**config.mk**
```make
export PLATFORM = sky130hd
export DESIGN_NAME = uart_tx_arbiter
export DESIGN_NICKNAME = d
export VERILOG_FILES = /design/src/rtl/uart_tx_arbiter.sv
export SDC_FILE = /design/constraint.sdc
export NUM_CORES = 1
export LEC_CHECK = 0
export ABC_AREA = 1
export CORE_AREA = 10 10 82 84
export CTS_BUF_LIST = sky130_fd_sc_hd__clkbuf_4 sky130_fd_sc_hd__clkbuf_8 sky130_fd_sc_hd__clkbuf_16
export CTS_CLUSTER_DIAMETER = 40
export CTS_CLUSTER_SIZE = 40
export DETAILED_ROUTE_END_ITERATION = 10
export DIE_AREA = 0 0 92 94
export PLACE_DENSITY = 0.7
export REMOVE_ABC_BUFFERS = 1
export SYNTH_ARGS = -nofsm -noshare
export SYNTH_HDL_FRONTEND = slang
export SYNTH_SLANG_ARGS = --single-unit
```
**constraint.sdc**
```tcl
create_clock -name ACLK -period 3.8 [get_ports ACLK]
set_clock_uncertainty 0.05 [all_clocks]
set_input_delay 0.76 -clock ACLK [delete_from_list [all_inputs] [get_ports ACLK]]
set_output_delay 0.76 -clock ACLK [all_outputs]
set_load 0.1 [all_outputs]
```
**src/rtl/uart_tx_arbiter.sv**
```systemverilog
// uart_tx_arbiter
// Shares the single UART TX byte stream among NUM_REQ byte-stream requesters.
// A grant is held for a whole packet (until a byte flagged req_last) or until
// MAX_BURST bytes have gone through, whichever comes first. Arbitration is
// round-robin, starting one past the most recently released requester.
// The outgoing byte sits in a one-deep register that can be refilled in the
// same cycle it is drained, so a granted requester can stream 1 byte/cycle.

module uart_tx_arbiter #(
   parameter int NUM_REQ   = 4,
   parameter int DATA_W    = 8,
   parameter int MAX_BURST = 16
) (
   input  logic                         ACLK,
   input  logic                         ARESETN,
   input  logic                         enable,
   input  logic [NUM_REQ*DATA_W-1:0]    req_data,
   input  logic [NUM_REQ-1:0]           req_valid,
   input  logic [NUM_REQ-1:0]           req_last,
   output logic [NUM_REQ-1:0]           req_ready,
   output logic [DATA_W-1:0]            tx_data,
   output logic                         tx_valid,
   input  logic                         tx_ready,
   output logic [$clog2(NUM_REQ)-1:0]   grant_id,
   output logic                         busy
);

   localparam int ID_W = $clog2(NUM_REQ);

   // Parameter sanity: out-of-range values would silently break the counters.
   if (NUM_REQ < 2 || NUM_REQ > 8) begin : g_bad_num_req
      $error("uart_tx_arbiter: NUM_REQ must be in 2..8");
   end
   if (MAX_BURST < 1 || MAX_BURST > 255) begin : g_bad_max_burst
      $error("uart_tx_arbiter: MAX_BURST must be in 1..255");
   end
   if (DATA_W < 1) begin : g_bad_data_w
      $error("uart_tx_arbiter: DATA_W must be at least 1");
   end

   typedef enum logic {
      ST_IDLE  = 1'b0,
      ST_GRANT = 1'b1
   } state_t;

   state_t              state_q,     state_d;
   logic [ID_W-1:0]     grant_q,     grant_d;
   logic [ID_W-1:0]     rr_ptr_q,    rr_ptr_d;
   logic [7:0]          burst_cnt_q, burst_cnt_d;
   logic [DATA_W-1:0]   tx_data_q,   tx_data_d;
   logic                tx_valid_q,  tx_valid_d;

   // Arbitration result and granted-lane view of the request bus.
   logic                pick_found;
   logic [ID_W-1:0]     pick_id;
   logic                sel_valid;
   logic                sel_last;
   logic [DATA_W-1:0]   sel_data;
   logic                slot_free;
   logic                xfer;

   // Next requester index, wrapping explicitly so that non-power-of-2
   // NUM_REQ never lands on an unused code.
   function automatic logic [ID_W-1:0] wrap_inc(input logic [ID_W-1:0] idx);
      if (idx == ID_W'(NUM_REQ - 1)) begin
         return '0;
      end
      return idx + 1'b1;
   endfunction

   // True when the byte being transferred now is the last one this grant may
   // carry. Done in 9 bits so MAX_BURST=255 cannot alias through overflow.
   function automatic logic burst_done(input logic [7:0] cnt);
      return ({1'b0, cnt} + 9'd1) == 9'(MAX_BURST);
   endfunction

   // Round-robin pick: first valid requester scanning upward from rr_ptr.
   always_comb begin
      logic [ID_W-1:0] cand;
      cand       = rr_ptr_q;
      pick_found = 1'b0;
      pick_id    = rr_ptr_q;
      for (int k = 0; k < NUM_REQ; k++) begin
         if (!pick_found && req_valid[cand]) begin
            pick_found = 1'b1;
            pick_id    = cand;
         end
         cand = wrap_inc(cand);
      end
   end

   // Mux out the granted requester's valid, last flag and data byte.
   always_comb begin
      sel_valid = 1'b0;
      sel_last  = 1'b0;
      sel_data  = '0;
      for (int i = 0; i < NUM_REQ; i++) begin
         if (grant_q == ID_W'(i)) begin
            sel_valid = req_valid[i];
            sel_last  = req_last[i];
            sel_data  = req_data[i*DATA_W +: DATA_W];
         end
      end
   end

   // Handshake towards the requesters: only the granted lane may be ready,
   // and only when the output register is empty or draining this cycle.
   always_comb begin
      slot_free = !tx_valid_q || tx_ready;
      req_ready = '0;
      for (int i = 0; i < NUM_REQ; i++) begin
         if (state_q == ST_GRANT && grant_q == ID_W'(i)) begin
            req_ready[i] = slot_free;
         end
      end
      xfer = (state_q == ST_GRANT) && sel_valid && slot_free;
   end

   // Next-state logic for the FSM, burst counter and output byte register.
   always_comb begin
      state_d     = state_q;
      grant_d     = grant_q;
      rr_ptr_d    = rr_ptr_q;
      burst_cnt_d = burst_cnt_q;
      tx_data_d   = tx_data_q;
      tx_valid_d  = tx_valid_q;

      // A new byte overwrites the register even while the old one is being
      // taken, which is what removes the bubble between back-to-back bytes.
      if (xfer) begin
         tx_data_d  = sel_data;
         tx_valid_d = 1'b1;
      end else if (tx_ready) begin
         tx_valid_d = 1'b0;
      end

      case (state_q)
         ST_IDLE: begin
            // A byte may still be draining here; granting anyway is safe
            // because the new lane's req_ready waits on tx_ready.
            if (enable && pick_found) begin
               grant_d     = pick_id;
               burst_cnt_d = '0;
               state_d     = ST_GRANT;
            end
         end
         ST_GRANT: begin
            // The grant is held while the owner stalls; only a transfer can
            // end it. enable is deliberately ignored so packets complete.
            if (xfer) begin
               burst_cnt_d = burst_cnt_q + 8'd1;
               if (sel_last || burst_done(burst_cnt_q)) begin
                  state_d  = ST_IDLE;
                  rr_ptr_d = wrap_inc(grant_q);
               end
            end
         end
         default: begin
            state_d = ST_IDLE;
         end
      endcase
   end

   // State register; reset drops any in-flight byte and the grant at once.
   always_ff @(posedge ACLK or negedge ARESETN) begin
      if (!ARESETN) begin
         state_q     <= ST_IDLE;
         grant_q     <= '0;
         rr_ptr_q    <= '0;
         burst_cnt_q <= '0;
         tx_data_q   <= '0;
         tx_valid_q  <= 1'b0;
      end else begin
         state_q     <= state_d;
         grant_q     <= grant_d;
         rr_ptr_q    <= rr_ptr_d;
         burst_cnt_q <= burst_cnt_d;
         tx_data_q   <= tx_data_d;
         tx_valid_q  <= tx_valid_d;
      end
   end

   assign tx_data  = tx_data_q;
   assign tx_valid = tx_valid_q;
   assign grant_id = grant_q;
   assign busy     = (state_q == ST_GRANT);

endmodule

```
==> results of run 1 <==
area by class of cell:
| type | count | area, µm² |
|---|---|---|
| timing repair buffer | 59 | 581 |
| multi-input combinational | 204 | 1060 |
| inverter | 26 | 101 |
| sequential | 22 | 551 |
| fill | 534 | 2640 |
| tap | 70 | 87.6 |
| clock buffer | 4 | 55.1 |
kinds of logic (layout without fill, tap and decap cells):
family	Yosys count	after routing
compound gates	40	40
xor+xnor	3	3
simple gates	155	155
buf+inv	34	89
fa+ha+maj	6	6
flops	22	22
layer usage:
layer / up-vias / wire length, µm / track usage
met4: 0 / 66 / 0.0386
li1: 957 / - / -
met1: 871 / 2320 / 0.140
met2: 48 / 2430 / 0.212
met5: - / 0 / 0
met3: 6 / 480 / 0.0496
state kept, by name (all words and copies together), names as in the netlist:
signal       flops
tx_valid         1
grant_id         2
tx_data          8
busy             1
rr_ptr_q         2
burst_cnt_q      8
worst paths after layout:
path                                    startpoint                 endpoint  slack (ns)  depth (start not counted)
min reg2reg                 tx_data[2]$_DFFE_PN0P_   tx_data[2]$_DFFE_PN0P_        0.44                          2
max in group asynchronous                  ARESETN  rr_ptr_q[1]$_DFFE_PN0P_        2.08                          1
max reg2reg                grant_id[1]$_DFFE_PN0P_   tx_data[6]$_DFFE_PN0P_        1.23                          9
max                        grant_id[0]$_DFFE_PN0P_             req_ready[2]        0.80                          5
min                         tx_data[2]$_DFFE_PN0P_   tx_data[2]$_DFFE_PN0P_        0.44                          2
min in group asynchronous                  ARESETN   tx_data[0]$_DFFE_PN0P_        1.00                          1
power by group through the flow:
stage          combinational, µW  sequential, µW  clock (µW)
5_1_grt                     2050             431         189
3_5_place_dp                1860             419           0
2_1_floorplan               1010             834           0
6_report                    1860             416         174
4_1_cts                     1870             417         176
3_3_place_gp                1840             415           0
synthesized netlist by cell type:
cell      number
buf_6          2
a21oi_2        2
dfrtp_1       22
ha_1           6
nand3_4        2
buf_2          2
xor2_1         3
o31ai_4        1
o21ai_2        3
o21ai_1        1
inv_1         20
nand2_2        9
o21bai_1       1
nand4_1        1
nor2_1        14
nand3b_2       1
nor3_1         3
a21oi_1       11
or2_0          1
nand3_2        2
o21ai_0       13
o211ai_1       8
clkinv_1       2
inv_2          2
clkbuf_1       2
nand3_1       30
nand2_1       92
buf_4          2
inv_4          1
clkinv_2       1
worst register-to-register path: stages (launching register included):
cell      delay, ns
dfrtp_1        0.44
inv_1          0.13
ha_1           0.43
inv_1          0.31
nor2_1         0.26
o31ai_4        0.10
nand3_4        0.20
clkinv_2       0.28
o211ai_1       0.18
nand2_1        0.08
per-stage QoR:
step	setup TNS [ns]	utilization	cell area, µm²	hold slack, ns
after detailed placement	0	0.468	2380	0.416
after CTS	0	0.479	2430	0.447
after floorplan	-2.33	-	1710	0.414
after global placement	0	0.468	2380	0.414
after global routing	0	0.479	2430	0.478
final	0	0.479	2430	0.442
==> results.md, run 1 <==
- Row count: 26
- Global-route wire length before repair: between 8 and 9 mm
- Clk root buf: clkbuf_8
- Adder-Cell Fraction of Synth Area: 0.0426
- Post-synth top area share: 0.312
- Routed Antenna Nets: 0
- Die H: ~94 µm
- Crit-path leading delay family: buffers and inverters
- Non-Filler Instances: a little under 400
- Mux cell area share after synthesis: 0
- Synth Area in Compound Gates: 0.146
- Leading area contributor after synthesis: dfrtp_1
- Maxcap violations: 0
- Final hold viol count: 0
- Die X-Extent: approximately 90 µm
- Clock transition at path regs: roughly 0.090 ns
- # resized after CTS: 0
- CTS tree: yes
- Share of total power in combinational logic: 0.759
- CP most frequent cell: inv_1
- Via count: around 1900
- Number of DRC markers in iteration 0: approximately 90
- Initial Util: 0.348
- Routed length per placed instance: approximately 14 µm
- CP Max Fanout: 12
- YS warnings: 0
- Slew Limit Fails: 0
- Post-cts hold buffer count: 0
- Final Setup Violations: 0
- Number of vias per cell: roughly 4.9
- Initial antenna violation count: 0
- Layout cells sized above 1: 0.102
- Psw: 1510 µW
- Area grow syn2layout: 37.9%
- Worst slack, placed: 1.07 ns
- Worst slew pin tran: slightly above 1 ns
- Simple-gate area share of the yosys netlist: 0.396
- Port Buffer Count: between 50 and 60
- Register area share after synthesis: 0.312
- Vias in the first global route: 1881
- Core ar.: around 5000 µm²
- WP data required: roughly 3.0 ns
- Worst VDD drop: 0.489 mV
- Yosys cell types: 30
- Post-Synth XOR/XNOR Area: 0.0149
- # nets final: ~370
- Fin crit share: 0.788
- Internal: ~940 µW
- Yosys reg bits: 22
- Ranking of synthesized cells by area: dfrtp_1, nand2_1, nand3_1
- RSZ-0062 raised after global routing: no
- Setup bufs post-CTS: 0
- Gr ovfl total: 0
- Hold Crit Class: flop to flop
- Post-DP HPWL: approximately 4.2 mm
- CTS H-Tree Depth: 1
- Critical-path cell list: inv_1 > ha_1 > inv_1 > nor3_1 > buf_4
- Synth Instances: 260
- Total track usage: 0.125
- Final WL: 5.30 mm
- Rel. slew slack: 0.312
- Synthesized area per cell: between 6 and 7 µm²
- Worst setup EP type: primary output
- Max stage delay on crit path: approximately 0.48 ns
- DRC: 0
- Buf/Inv on CP: 3
- Worst setup margin: ~0.80 ns
- Leakage power: 0.00116 µW
- CTS Buffer Depth: 2
- Main combinational cell family by area after synthesis: simple AND/OR/NAND/NOR gates
- TritonCTS Buffers: 3
- DRT Pass-1 Iters: 4
- Routability cong.: about 0.86
- Max Clock Freq: approximately 330 MHz
- # diodes: 0
- Crit Path Category: flop to primary output
- Power consumption: about 2500 µW
- Largest net degree at the start of global routing: 23
- Most common cell after layout, fill and taps aside: nand2_1
- Dpl cells: ~380
- CP startpoint kind: flop
- Seq pwr share: 0.170
- Power density over the cells: 1010 nW/µm²
- IO Count: 60
- Minimum clock period: approximately 3 ns
- Die Area: 8650 µm²
- Most frequent cells in the layout: nand2_1, clkdlybuf4s50_1, nand3_1, dfrtp_1, inv_1
- Worst EP arrival: around 2.2 ns
- Status: completed
- Clock Latency Late Sink: 0.27 ns
- Sw frac: 0.618
- CP max stage cell: ha_1
- Clock Power Share: 0.071
- Synth Cell Area: around 1800 µm²
- Clk sinks: 22
Power figures use the tool's default switching activity.
==> run 2, diff against run 1 <==
PLACE_DENSITY = 0.73   (was 0.7)
clock period = 2.65 ns   (was 3.8 ns; I/O delays follow)
==> results.md, run 2 (same netlist as run 1, synthesis figures left out) <==
- Status: completed
- Share of total power in combinational logic: 0.748
- Initial Util: 0.348
- Footprint of the multi-input gates: between 1000 and 1500 µm²
- CP Max Fanout: 11
- Die H: around 94 µm
- DRC: 0
- Core ar.: 5070 µm²
- CTS Buffer Depth: 2
- IO Count: 60
- Clk root buf: clkbuf_8
- Register area: 551 µm²
- Worst setup EP type: primary output
- Hold Slack: approximately 0.44 ns
- Clock Power Share: 0.088
- Worst slew pin tran: ~0.35 ns
- Reg-to-Reg Start: grant_id[1]$_DFFE_PN0P_
- Most common cell after layout, fill and taps aside: nand2_1
- # diodes: 0
- Die X-Extent: around 90 µm
- Most frequent cells in the layout: nand2_1, clkdlybuf4s50_1, nand3_1, dfrtp_1, inv_1
- Final hold viol count: 0
- Routed length per placed instance: about 13 µm
- Fin crit share: 0.892
- Clk sinks: 22
- Power consumption: between 3000 and 4000 µW
- Vias in the first global route: about 1800
- Rel. slew slack: 0.764
- Number of DRC markers in iteration 0: 98
- Seq pwr share: 0.164
- WP data required: 2.07 ns
- Row count: 26
- Maxcap violations: 0
- # resized after CTS: 0
- Post-cts hold buffer count: 0
- Leakage power: between 0.001 and 0.0015 µW
- Total track usage: 0.123
- Setup bufs post-CTS: 0
- Crit Path Category: flop to primary output
- DRT Pass-1 Iters: 4
- Die Area: 8650 µm²
- Final Setup Violations: 0
- Slew Limit Fails: 0
- CTS tree: yes
- Global-route wire length before repair: roughly 8.8 mm
- RSZ-0062 raised after global routing: no
- Routability cong.: 0.806
- # nets final: 372
- Routed Antenna Nets: 0
- Number of vias per cell: about 4.7
- Port Buffer Count: approximately 60
- Internal: between 1000 and 1500 µW
- Hold Startpoint: tx_data[2]$_DFFE_PN0P_
- Final WL: 5.13 mm
- CP startpoint kind: flop
- Max Clock Freq: 423 MHz
- Area grow syn2layout: 42.5%
- CTS H-Tree Depth: 1
- Via count: around 1900
- Layout cells sized above 1: 0.156
- Critical Path Source: grant_id[1]$_DFFE_PN0P_
- Sw frac: 0.595
- Initial antenna violation count: 0
- Clock transition at path regs: 0.09 ns
- Hold Crit Class: flop to flop
- Worst EP arrival: between 1.5 and 2 ns
- Clock Latency Late Sink: approximately 0.27 ns
- Power density over the cells: around 1500 nW/µm²
- TritonCTS Buffers: 3
- Worst VDD drop: between 0.7 and 0.8 mV
- Fill cell count: just over 500
- Psw: 2180 µW
- Post-DP HPWL: approximately 4.1 mm
- Gr ovfl total: 0
- Minimum clock period: 2.36 ns
- Largest net degree at the start of global routing: 23
==> run 2: cell count changes in the layout (fill, tap and decap cells not counted), sizes merged <==
cell	change
buf	+18
clkdlybuf4s50	-12
bufinv	+1
clkbuf	-1
==> run 2: power groups by stage <==
stage / clock [µW] / combinational [µW] / sequential, µW
2_1_floorplan: 0 / 1450 / 1200
3_3_place_gp: 0 / 2730 / 604
3_5_place_dp: 0 / 2760 / 606
4_1_cts: 329 / 2770 / 602
5_1_grt: 350 / 3010 / 622
6_report: 323 / 2740 / 601
==> run 2: through the flow <==
step / setup slack, ns / cell area [µm²] / util / cells / setup TNS (ns)
6_report: 0.286 / 2510 / 0.495 / 391 / 0
5_1_grt: 0.129 / 2510 / 0.495 / 391 / 0
4_1_cts: 0.268 / 2510 / 0.495 / 391 / 0
3_5_place_dp: 0.476 / 2440 / 0.481 / 387 / 0
3_3_place_gp: 0.510 / 2440 / 0.481 / 387 / 0
2_1_floorplan: -1.72 / 1710 / - / 252 / -6.26
==> run 2: worst max-delay path, cell delays in order, from the launching register on <==
cell	delay, ns
dfrtp_1	0.44
inv_1	0.12
ha_1	0.17
inv_1	0.16
nor3_1	0.38
buf_12	0.22
==> run 2: worst paths after layout <==
path / to / slack (ns) / depth (start not counted)
max: req_ready[1] / 0.29 / 5
min: tx_data[2]$_DFFE_PN0P_ / 0.44 / 2
max reg2reg: rr_ptr_q[0]$_DFFE_PN0P_ / 0.57 / 10
min reg2reg: tx_data[2]$_DFFE_PN0P_ / 0.44 / 2
max in group asynchronous: tx_valid$_DFFE_PN0P_ / 1.76 / 2
min in group asynchronous: burst_cnt_q[7]$_DFFE_PN0P_ / 0.55 / 2
==> run 2: cell type report <==
class / instances / share of cell area
clock buffer: 3 / 0.0164
timing repair buffer: 65 / 0.257
multi-input combinational: 204 / 0.421
sequential: 22 / 0.219
clock inverter: 1 / 0.0119
inverter: 26 / 0.0403
tap: 70 / 0.0348
==> run 2: metal layers <==
layer  share of wire  track usage
met1            0.45        0.140
met4           0.013       0.0373
met3           0.064       0.0424
met2            0.47        0.211
met5               0            0
==> run 3, diff against run 2 <==
CAP_MARGIN = 20   (was default)
CTS_CLUSTER_DIAMETER = 80   (was 40)
==> results of run 3 <==
The final DEF is identical to that of run 2; final timing and power are the same.
==> variant 1, RTL diff (config.mk and constraints of run 3) <==
`NUM_REQ`: 4 -> 2.
--- a/src/rtl/uart_tx_arbiter.sv
+++ b/src/rtl/uart_tx_arbiter.sv
@@ -9,3 +9,3 @@
 module uart_tx_arbiter #(
-   parameter int NUM_REQ   = 4,
+   parameter int NUM_REQ   = 2,
    parameter int DATA_W    = 8,
Ports: changed (5 resized); port bits go from 60 to 37. No check against the original RTL was run, so the function may have changed too.
==> variant 1 against run 3 <==
Register-to-register slack improved by 0.47 ns; setup slack improved by 0.22 ns; wire length decreased by 44%; sequential cell count decreased by 2; cell area decreased by 38%; synthesized area decreased by 39%; critical path depth decreased by 1; non-clock buffer count decreased by 27.
Power is left out: the tool's default activity adds up to more than one toggle a clock period on the data nets, which glitch-free logic cannot reach.
==> variant 1: results (changes against run 3) <==
Filler cells: 556 (+7.3%)
Adder-cell share of the synthesized area: 2.31% (-1.9 points)
Slew headroom: 76.8% (+0.38 points)
All-Layer GR Usage: 6.75% (-5.5 points)
Post-Synth XOR/XNOR Area: 0.810% (-0.68 points)
Complex-gate fraction of the synthesized area: 12.2% (-2.5 points)
Clock transition at path regs: 0.08 ns
H-tree levels: 1 (unchanged)
CTS root buf: clkbuf_8
Crit path max fanout: 3 (-8)
Post-synthesis async set-or-reset flop share: 100% (unchanged)
First-pass GRT wire length: 4770 µm (-46%)
Initial drt markers: 53 (-46%)
Post-synth top cells: nand2_1, dfrtp_1, inv_1
Per-cell routed wire length: 11.5 µm (-13%)
Run status: finished, final reports clean
Mux cell area share after synthesis: 0.926% (+0.93 points)
PortBufs: 36 (-39%)
Pin count of the biggest net entering global routing: 26 (+13%)
CTS resizes: 0 (unchanged)
Fraction of layout cells with a size suffix above 1: 16.1% (+0.53 points)
Sequential-to-total area share from yosys stat: 46.3% (+15 points)
Main area contributors after synthesis: dfrtp_1, nand2_1, inv_1
Post-DP HPWL: 2250 µm (-46%)
First-pass DRT Iterations: 4 (unchanged)
GP Congestion: 0.773 (-4.2%)
DR vias: 1034 (-44%)
Slowest CP cell: clkdlybuf4s50_1
Worst Hold Class: reg2reg
Final #Nets: 207 (-44%)
Post-CTS Setup Bufs: 0 (unchanged)
Syn. warnings: 0 (unchanged)
Yosys cell types: 25 (-17%)
Worst skew pair latency: 0.26 ns
CP max stage delay: 0.45 ns
## variant 1: cell count changes in the layout (fill, tap and decap cells not counted), sizes merged, moves of 7 or more
| cell | run 3 | this run |
|---|---|---|
| o211ai | 8 | 0 |
| o21ai | 17 | 9 |
| nand3 | 34 | 7 |
| a31oi | 0 | 8 |
| buf | 22 | 15 |
| a21oi | 13 | 2 |
| nand2 | 101 | 47 |
| clkdlybuf4s50 | 43 | 23 |
## variant 1: metrics by stage
step / worst slack, ns / cell area, µm² / instances / setup TNS, ns / util [%]
floorplan: -1.38 / 1060 / 138 / -2.56 / -
global placement: 0.499 / 1520 / 246 / 0 / 29.9
detailed placement: 0.514 / 1520 / 246 / 0 / 29.9
CTS: 0.501 / 1570 / 250 / 0 / 30.9
global route: 0.449 / 1570 / 250 / 0 / 30.9
finish: 0.505 / 1570 / 250 / 0 / 30.9
## variant 1: worst paths after layout
check,startpoint,to,slack [ns],cells after the start
max,tx_ready,req_ready[1],0.50,4
min,rr_ptr_q$_DFFE_PN0P_,rr_ptr_q$_DFFE_PN0P_,0.47,2
max reg2reg,burst_cnt_q[0]$_DFFE_PN0P_,rr_ptr_q$_DFFE_PN0P_,1.04,12
min reg2reg,rr_ptr_q$_DFFE_PN0P_,rr_ptr_q$_DFFE_PN0P_,0.47,2
max in group asynchronous,ARESETN,burst_cnt_q[0]$_DFFE_PN0P_,1.77,2
min in group asynchronous,ARESETN,burst_cnt_q[6]$_DFFE_PN0P_,0.56,2
## variant 1: layout make-up
| type | count | area (µm²) | area share [%] |
|---|---|---|---|
| sequential | 20 | 500 | 31.9 |
| clock buffer | 4 | 55.1 | 3.51 |
| tap | 70 | 87.6 | 5.58 |
| timing repair buffer | 38 | 368 | 23.4 |
| multi-input combinational | 101 | 493 | 31.4 |
| inverter | 17 | 66.3 | 4.22 |
## variant 1: worst max-delay path, delay by kind of cell
family | cells | cell delay, ns
buf+inv | 2 | 0.67
simple gates | 2 | 0.36
## variant 1: kinds of logic (layout without fill, tap and decap cells)
family	Yosys count	after routing
compound gates	22	22
xor+xnor	1	1
fa+ha+maj	2	2
buf+inv	21	59
flops	20	20
mux	1	1
simple gates	75	75
## variant 1: routing by layer
layer	vias up	wire length [µm]	GRT usage [%]
met1	474	1300	7.46
li1	536	-	-
met5	-	0	0
met2	22	1420	11.8
met3	2	105	1.68
met4	0	47	3.47
==> variant 2, RTL diff (flow settings as in run 3) <==
Made on the original files. Reset style: synchronous (`ARESETN`), changed in one clocked block.
--- a/src/rtl/uart_tx_arbiter.sv
+++ b/src/rtl/uart_tx_arbiter.sv
@@ -164,3 +164,3 @@
    // State register; reset drops any in-flight byte and the grant at once.
-   always_ff @(posedge ACLK or negedge ARESETN) begin
+   always_ff @(posedge ACLK) begin
       if (!ARESETN) begin
Formal check against the unedited RTL: differs if ARESETN is asserted again (counterexample within 4 cycles, from zero or initial values and one cycle with ARESETN low); with ARESETN held inactive, the same outputs for 10 cycles.
==> variant 2 against run 3 <==
Setup slack worse by 0.15 ns; synthesized area increased by 1.1%; cell count increased by 4.1%; hold slack improved by 0.021 ns; utilization shrank 1.1 points; register-to-register slack worse by 0.24 ns; cell area fell by 2.1%; sequential cell count unchanged; wire length is 6.6% higher; via count grew 6.5%.
Power is not compared: it rests on default switching activity, and its combinational part moved more than twofold at a synthesized area within 25%.
==> variant 2: results (changes against run 3) <==
Max Freq: 0.398 GHz (-6.0%)
Pin count of the biggest net entering global routing: 17 (-26%)
Ys flop type: dfxtp_1
Post-Synth XOR/XNOR Area: 0.491% (-1.0 points)
Post-DP HPWL: 4310 µm (+3.8%)
Crit path max fanout: 13 (+2)
Run status: finished, final reports clean
Per-cell routed wire length: 13.4 µm (+2.4%)
Vias in the first global route: 1849 (+0.49%)
DP Worst Slack: 0.289 ns (-0.187 ns)
All-Layer GR Usage: 12.4% (+0.12 points)
Adder-cell share of the synthesized area: 4.21% (-0.048 points)
GP Congestion: 0.879 (+9.0%)
Met2 wire length: 2750 µm (+13%)
Met1 wire length: 2420 µm (+4.7%)
Area of the multi-input gates: 1140 µm² (+7.9%)
Hold Startpoint: burst_cnt_q[7]$_SDFFE_PN0P_
Sequential-to-total area share from yosys stat: 24.7% (-6.5 points)
Final non-filler cell total: 407 (+4.1%)
Yosys cell types: 29 (-3.3%)
CP max stage delay: 0.40 ns (-0.04 ns)
Cell Area, Placed: 2420 µm² (-0.97%)
Slew headroom: 61.4% (-15 points)
Synthesized area per cell: 6.30 µm² (-7.1%)
Complex-gate fraction of the synthesized area: 17.0% (+2.4 points)
Global Route met3 Usage: 2.40% (-1.8 points)
## variant 2: cell types whose count changed in the layout (fill, tap and decap cells not counted), sizes merged, moves of 3 or more
cell / before / now
a21oi: 13 / 23
dfrtp: 22 / 0
dfxtp: 0 / 22
inv: 23 / 26
nand2: 101 / 83
nand3: 34 / 37
nor2: 14 / 33
o211ai: 8 / 1
o21ai: 17 / 30
xor2: 3 / 0
## variant 2: worst max-delay path, delay by kind of cell (launching register included)
family / cells / cell delay, ns
simple gates: 1 / 0.37
buf+inv: 3 / 0.53
flops: 1 / 0.36
fa+ha+maj: 1 / 0.40
## variant 2: final cells by class
type / count / area share [%]
flip-flops and latches: 22 / 17.9
inverters: 27 / 4.22
clock buffers: 3 / 1.68
well taps: 70 / 3.56
repair buffers: 65 / 26.2
multi-input cells: 220 / 46.4
## variant 2: power breakdown
part,internal (mW),switching [mW],leakage (nW)
clock,0.102,0.113,0.0216
combinational,0.205,0.414,0.877
sequential,0.355,0.0198,0.179
total,0.662,0.547,1.08
